==> src/rtl/mem_stage_sram.sv <==
// Memory-access pipeline stage: multi-cycle data SRAM with upstream stall
// (freeze) generation and bubble insertion toward the MEM/WB register.
module mem_stage_sram #(
  parameter int unsigned DEPTH       = 64,
  parameter int unsigned MEM_LATENCY = 2,
  parameter int unsigned BASE_ADDR   = 1024
) (
  input  logic        clk,
  input  logic        rst,
  input  logic        WB_en_in,
  input  logic        MEM_R_EN_in,
  input  logic        MEM_W_EN_in,
  input  logic [31:0] ALU_result_in,
  input  logic [31:0] ST_val_in,
  input  logic [3:0]  Dest_in,
  output logic        freeze,
  output logic        WB_en_out,
  output logic        MEM_R_EN_out,
  output logic [31:0] ALU_result_out,
  output logic [31:0] mem_rdata,
  output logic [3:0]  Dest_out,
  output logic        addr_err
);

  localparam int unsigned AW = (DEPTH > 1) ? $clog2(DEPTH) : 1;
  localparam int unsigned CW = (MEM_LATENCY > 1) ? $clog2(MEM_LATENCY) : 1;
  localparam logic [CW-1:0] CNT_INIT = CW'(MEM_LATENCY - 1);
  localparam logic [32:0]   ADDR_LO  = 33'(BASE_ADDR);
  localparam logic [32:0]   ADDR_HI  = 33'(BASE_ADDR) + 33'(4 * DEPTH);

  typedef enum logic [1:0] {
    S_IDLE = 2'd0,
    S_BUSY = 2'd1,
    S_DONE = 2'd2
  } state_e;

  state_e         state_q, state_d;
  logic [CW-1:0]  cnt_q, cnt_d;
  logic [31:0]    rdata_q, rdata_d;
  logic           err_q, err_d;
  logic [31:0]    mem_q [DEPTH];

  logic           req_c;
  logic           rd_c;
  logic           wr_c;
  logic           in_range_c;
  logic [31:0]    offset_c;
  logic [AW-1:0]  idx_c;
  logic           commit_c;
  logic           mem_we_c;
  logic           freeze_c;
  logic           unused_offset_bits;

  // Request decode; a simultaneous read and write is treated as a read.
  assign req_c      = MEM_R_EN_in | MEM_W_EN_in;
  assign rd_c       = MEM_R_EN_in;
  assign wr_c       = MEM_W_EN_in & ~MEM_R_EN_in;
  assign offset_c   = ALU_result_in - 32'(BASE_ADDR);
  assign idx_c      = offset_c[AW+1:2];
  assign in_range_c = ({1'b0, ALU_result_in} >= ADDR_LO) &&
                      ({1'b0, ALU_result_in} <  ADDR_HI);
  assign unused_offset_bits = ^{offset_c[31:AW+2], offset_c[1:0]};

  // FSM state register.
  always_ff @(posedge clk or negedge rst) begin
    if (!rst) begin
      state_q <= S_IDLE;
    end else begin
      state_q <= state_d;
    end
  end

  // FSM next-state logic.
  always_comb begin
    state_d = state_q;
    case (state_q)
      S_IDLE:  if (req_c) state_d = S_BUSY;
      S_BUSY:  if (cnt_q == '0) state_d = S_DONE;
      S_DONE:  state_d = S_IDLE;
      default: state_d = S_IDLE;
    endcase
  end

  // FSM outputs: stall while an access is pending, bubble the MEM/WB controls.
  always_comb begin
    freeze_c = 1'b0;
    case (state_q)
      S_IDLE:  freeze_c = req_c;
      S_BUSY:  freeze_c = 1'b1;
      default: freeze_c = 1'b0;
    endcase
    freeze       = freeze_c;
    WB_en_out    = WB_en_in & ~freeze_c;
    MEM_R_EN_out = MEM_R_EN_in & ~freeze_c;
  end

  assign ALU_result_out = ALU_result_in;
  assign Dest_out       = Dest_in;
  assign mem_rdata      = rdata_q;
  assign addr_err       = err_q;

  // Latency counter and access commit; inputs are held stable by freeze.
  always_comb begin
    cnt_d    = cnt_q;
    rdata_d  = rdata_q;
    err_d    = err_q;
    mem_we_c = 1'b0;
    commit_c = (state_q == S_BUSY) && (cnt_q == '0);
    if ((state_q == S_IDLE) && req_c) begin
      cnt_d = CNT_INIT;
    end else if ((state_q == S_BUSY) && (cnt_q != '0)) begin
      cnt_d = cnt_q - CW'(1);
    end
    if (commit_c && req_c) begin
      if (!in_range_c) begin
        err_d   = 1'b1;
        rdata_d = '0;
      end else if (rd_c) begin
        rdata_d = mem_q[idx_c];
      end else if (wr_c) begin
        mem_we_c = 1'b1;
      end
    end
  end

  // Datapath registers; reset aborts any in-flight access.
  always_ff @(posedge clk or negedge rst) begin
    if (!rst) begin
      cnt_q   <= '0;
      rdata_q <= '0;
      err_q   <= 1'b0;
    end else begin
      cnt_q   <= cnt_d;
      rdata_q <= rdata_d;
      err_q   <= err_d;
    end
  end

  // Data array; deliberately not cleared by reset.
  always_ff @(posedge clk) begin
    if (mem_we_c) begin
      mem_q[idx_c] <= ST_val_in;
    end
  end

endmodule
==> config.mk <==
export PLATFORM = sky130hd
export DESIGN_NAME = mem_stage_sram
export DESIGN_NICKNAME = d
export VERILOG_FILES = /design/src/rtl/mem_stage_sram.sv
export SDC_FILE = /design/constraint.sdc
export NUM_CORES = 2
export LEC_CHECK = 0
export BUFFER_PORTS_ARGS = -buffer_cell sky130_fd_sc_hd__buf_2
export CAP_MARGIN = 0
export CORE_ASPECT_RATIO = 0.6
export CORE_MARGIN = 3
export CORE_UTILIZATION = 56
export CTS_CLUSTER_SIZE = 12
export DETAILED_ROUTE_END_ITERATION = 10
export PLACE_DENSITY = 0.72
export SLEW_MARGIN = 20
export SYNTH_ARGS = -nofsm -noshare
export SYNTH_HDL_FRONTEND = slang
export SYNTH_SLANG_ARGS = --single-unit
==> constraint.sdc <==
create_clock -name clk -period 6.2 [get_ports clk]
set_input_delay 0.93 -clock clk [delete_from_list [all_inputs] [get_ports clk]]
set_output_delay 0.93 -clock clk [all_outputs]
set_load 0.02 [all_outputs]
Word level (Yosys, flattened, before mapping)
Memory sizes are Yosys's and may differ from the RTL's.
Index checks and enable logic that the tools add are counted.
- input bits: 73
- memories: 1
- bits in writable memories: 2048
- bits in registers: 36
- $add $sub $neg: 2
- bitwise gates (word level): 8
- $lt $le $gt $ge: 2
- eq/ne operators: 4
- reduce and logical (&&, ||, !) cells: 10
- multiplexer cells: 14
- memory list (name ; words ; width ; rd ports ; clocked after Yosys merged registers in ; wr ports ; RTL line ; source):
    mem_q ; 64 ; 32 ; 1 ; 0 ; 1 ; 41 ; logic [31:0] mem_q [DEPTH];
- operators with widths (kind ; count):
    $mux W32 ; 2
    $ge A32 B11 Y1 const B ; 1
    $lt A32 B11 Y1 const B ; 1
    $mux W1 ; 8
    $sub A8 B1 Y8 const B ; 1
    $ne A2 B2 Y1 const B ; 3
    $reduce_and A2 Y1 ; 3
    $logic_and A1 B1 Y1 ; 5
    $mux W2 ; 2
    $not A1 Y1 ; 4
    $pmux W2 S2 ; 1
    $and A1 B1 Y1 ; 3
    $eq A2 B1 Y1 const B ; 1
    $logic_not A2 Y1 ; 1
    $pmux W1 S2 ; 1
    $reduce_bool A2 Y1 ; 1
    $or A1 B1 Y1 ; 1
    $sub A1 B1 Y1 const B ; 1

Longest topological paths before layout
- word-level depth: 8
- depth in mapped cells: 9
- depth with buffers taken out: 5

Least setup slack after synthesis
Ideal clock, no wire load.
- kind: input to register
- start: input port ALU_result_in[4]
- end: memory mem_q[12][0] (enable)
- buffers on the path: 4
- setup time: 0.421 ns
- data required time: 5.779 ns
- stages: 8
- arrival time: 3.642 ns
- setup slack: 2.136 ns
- cell sequence: buf_4 -> buf_4 -> buf_4 -> buf_4 -> nand3_1 -> nor4_1 -> nand2_1 -> nor2_1
- cells in the longest elaborated chain, start to end: 6
- elaborated cells between the ends (all ways): 8
- RTL lines (item ; RTL line ; source):
    from (decl) ; 13 ; input logic [31:0] ALU_result_in,
    $ge A32 B11 Y1 / $lt A32 B11 Y1 (equally long branches) ; 60, 61 ;
    $logic_and A1 B1 Y1 ; 60 ; assign in_range_c = ({1'b0, ALU_result_in} >= ADDR_LO) &&
    $mux W1 ; 115 ; if (!in_range_c) begin
    $mux W1 ; 114 ; if (commit_c && req_c) begin
    $mux W1 ; 141 ; if (mem_we_c) begin
    $mux W1 (not written as such) ; 142 ; mem_q[idx_c] <= ST_val_in;
    to (decl) ; 41 ;
Parallel ways exist; a longest one is shown, timed or not.

Worst setup path in the final report
- start: input port ALU_result_in[19]
- end: memory mem_q[0][18] (enable)
- cells in the longest elaborated chain, start to end: 6
- elaborated cells between the ends (all ways): 7
- RTL lines (item ; RTL line):
    $ge A32 B11 Y1 / $lt A32 B11 Y1 (equally long branches) ; 60, 61
    $logic_and A1 B1 Y1 * ; 60
    $mux W1 * ; 115
    $mux W1 * ; 114
    $mux W1 * ; 141
    $mux W1 (not written as such) * ; 142
Mark *: on every way between the ends. The rest lies on a longest branch, timed or not.

==> results.md <==
* Total Neg Setup Slack at 0 ns
* CP Capture Type: register
* Post-synthesis sequential area ratio at 78.5%
* Yosys warns at 0
* Mean routed wirelength per cell at 34.0 microns
* Final Setup Violations at 0
* Clk Latency, worst-skew pair at around 0.82 ns
* Port Buffers at 132
* Ports at roughly 150
* Most frequent cells in the layout: 2048 x edfxtp_1, 335 x o221ai_1, 310 x mux2i_1, 197 x mux2_2, 193 x clkbuf_16
* Worst EP required at between 6 and 7 ns
* Via count at about 45000
* Peak supply drop at between 200 and 250 uV
* Final wirelength at 218000 microns
* GRT Residual Overflow at 0
* Dpl hpwl at approximately 130000 microns
* Post-Syn Area at 0.0795 sq mm
* Relative slew margins at between 20% and 30%
* Period minus WS final at between 4 and 5 ns
* Chip width at slightly below 500 microns
* Area Growth Syn to Fin at 11.1%
* Final setup skew at roughly 0.027 ns
* Crit share post-route at 68.9%
* Starting Density at around 57%
* CTS Buffer Depth at 3
* RSZ-0062 raised after global routing: no
* Hold Vio Cnt, Final at 0
* Gr usage total at slightly below 30%
* Crit path DAT at roughly 4.7 ns
* Hold Buf Count CTS at 0
* 1st-pass router iterations at 8
* Clock tree from TritonCTS: yes
* Pleak at ~0.028 uW
* Initial drt markers at slightly above 8000
* Actual slew at the worst max-slew pin at between 1 and 1.5 ns
* Status: complete, no violations
* Largest net degree at the start of global routing at 145
* Post-route DRC at 0
* Fraction of registers with async set/reset at 1.73%
* Share of layout cells above drive strength 1 at about 19%
* DRT antenna net count at 0
* Total power at between 20000 and 30000 uW
* Vias/cell at between 7 and 8
* Kind of critical path: in2reg
* Core area at about 0.14 sq mm
* Max Cap Viol at 0
* Die Ht at roughly 300 microns
* Number of global-route vias before repair at between 40000 and 50000
* CTS root buffer: clkbuf_16
* CP Max Fanout at 18
* Synth Register Bits at 2084
* Slew Viols, Final at 0
* Synthesized instance count at 4252
* Max Clk Rate at approximately 230 MHz
* GP Congestion at ~0.87
* Postcts setup bufs at 0
* H-tree Lvls at 4
* Post-cts sizing count at 0
* Critical Path Source Type: primary input
* PD cells at between 300 and 400 mW/mm^2
* EDFF count, synth at 2048
* Reg clk slew, reported paths at approximately 0.06 ns
* Die Area at 0.147 sq mm
* Net count after synthesis at 4325
* Most common cell after layout, fill and taps aside: edfxtp_1
* Fill count at approximately 9500
* Row Count at between 100 and 150
* HP Class: in2async
* Top_reg_cell synth: edfxtp_1
* NumNets Final at about 4500
* Finished Layout Cells at between 6000 and 7000
* Synth unique cells at 55
* CTS sink cnt at roughly 2100
* Dpl cells at about 6100
* Synth Area per Inst at around 19 sq um
* First-pass GRT wire length at 313000 microns
* Inserted Clock Buffers at about 190
* Initial antenna violation count at 23
## cells in the mapped netlist (6+ instances only)
master        n  area share (%)
edfxtp_1   2048              77
o221ai_1    335             3.7
mux2i_1     310             3.9
mux2_2      197             2.8
o22ai_1     190             1.5
buf_2       142            0.89
a222oi_1    118             1.5
clkbuf_1    118            0.56
o32ai_1      89            0.98
nor2_1       85            0.40
buf_4        75            0.71
o22a_1       62            0.68
o31ai_1      60            0.57
a21oi_1      38            0.24
inv_1        38            0.18
a22oi_1      37            0.35
nand2b_1     37            0.29
dfrtp_1      36             1.1
o2111ai_1    32            0.35
or2_2        30            0.24
a31o_2       29            0.32
nor2b_1      22            0.17
nand2_1      18           0.085
mux4_2       11            0.31
buf_1         8           0.038
or3b_2        8           0.088
a31oi_1       7           0.055
nand3b_1      7           0.066
nor4_1        7           0.055
buf_6         6           0.085
## per-stage QoR
step / area (sq um) / worst slack (ns) / util [%] / hold WS, ns
5_1_grt: 88300 / 1.73 / 63.0 / 0.251
4_1_cts: 88300 / 2.10 / 63.0 / 0.215
3_5_place_dp: 82800 / 1.26 / 59.1 / 0.468
3_3_place_gp: 82800 / 1.37 / 59.1 / 0.445
6_report: 88400 / 1.93 / 63.0 / 0.236
2_1_floorplan: 79500 / 2.14 / - / 0.433
## routing by layer
| metal | track usage [%] | vias to the layer above | share of wire [%] |
|---|---|---|---|
| li1 | - | 18300 | - |
| met1 | 46.8 | 22900 | 41 |
| met2 | 39.1 | 3540 | 41 |
| met3 | 9.32 | 331 | 15 |
| met4 | 7.66 | 14 | 2.4 |
| met5 | 0 | - | 0.044 |
## cell type report
cell class                      instances  area, sq um  area share (%)
Clock inverter                         16          288           0.326
Tap cell                             1890         2360            2.68
Inverter                               40          158           0.178
Sequential cell                      2084        62400            70.6
Clock buffer                          280         5160            5.84
Antenna cell                            9         22.5          0.0255
Multi-Input combinational cell       1773        15700            17.7
Timing Repair Buffer                  312         2300            2.60
## flip-flops by register name, summed over array words and instances, names as in the netlist
register,flops
addr_err,1
cnt_q,1
mem_q,2048
mem_rdata,32
state_q,2
## logic make-up after synthesis
kind of cell / after synthesis / synth area share [%]
buffers and inverters: 395 / 2.52
DFF: 2084 / 78.5
AOI/OAI and AO/OA: 1017 / 10.4
and+or+nand+nor: 238 / 1.60
muxes: 518 / 7.00
## critical path, stage by stage
cell and delay (ns):
buf_2 0.11, nor4b_1 0.60, nand4_1 0.49, nor4_1 0.70
nand2_1 0.66, nor2_4 0.77, buf_4 0.43
## where the power goes
part           leakage (uW)  switching, uW  internal [uW]
logic               0.00638           1060            417
registers            0.0189           8.61          15500
clock network       0.00261           4990           5780
## final timing paths
kind,start,end,slack [ns],depth (start not counted)
min,rst,mem_rdata[31],0.24,2
min in group clk,state_q[0],cnt_q,0.48,1
max,ALU_result_in[19],mem_q[0][18],1.93,7
min reg2reg,state_q[0],cnt_q,0.48,1
max reg2reg,state_q[0],mem_q[0][18],2.56,6
max in group asynchronous,rst,mem_rdata[19],5.48,2
Power figures use the tool's default switching activity.
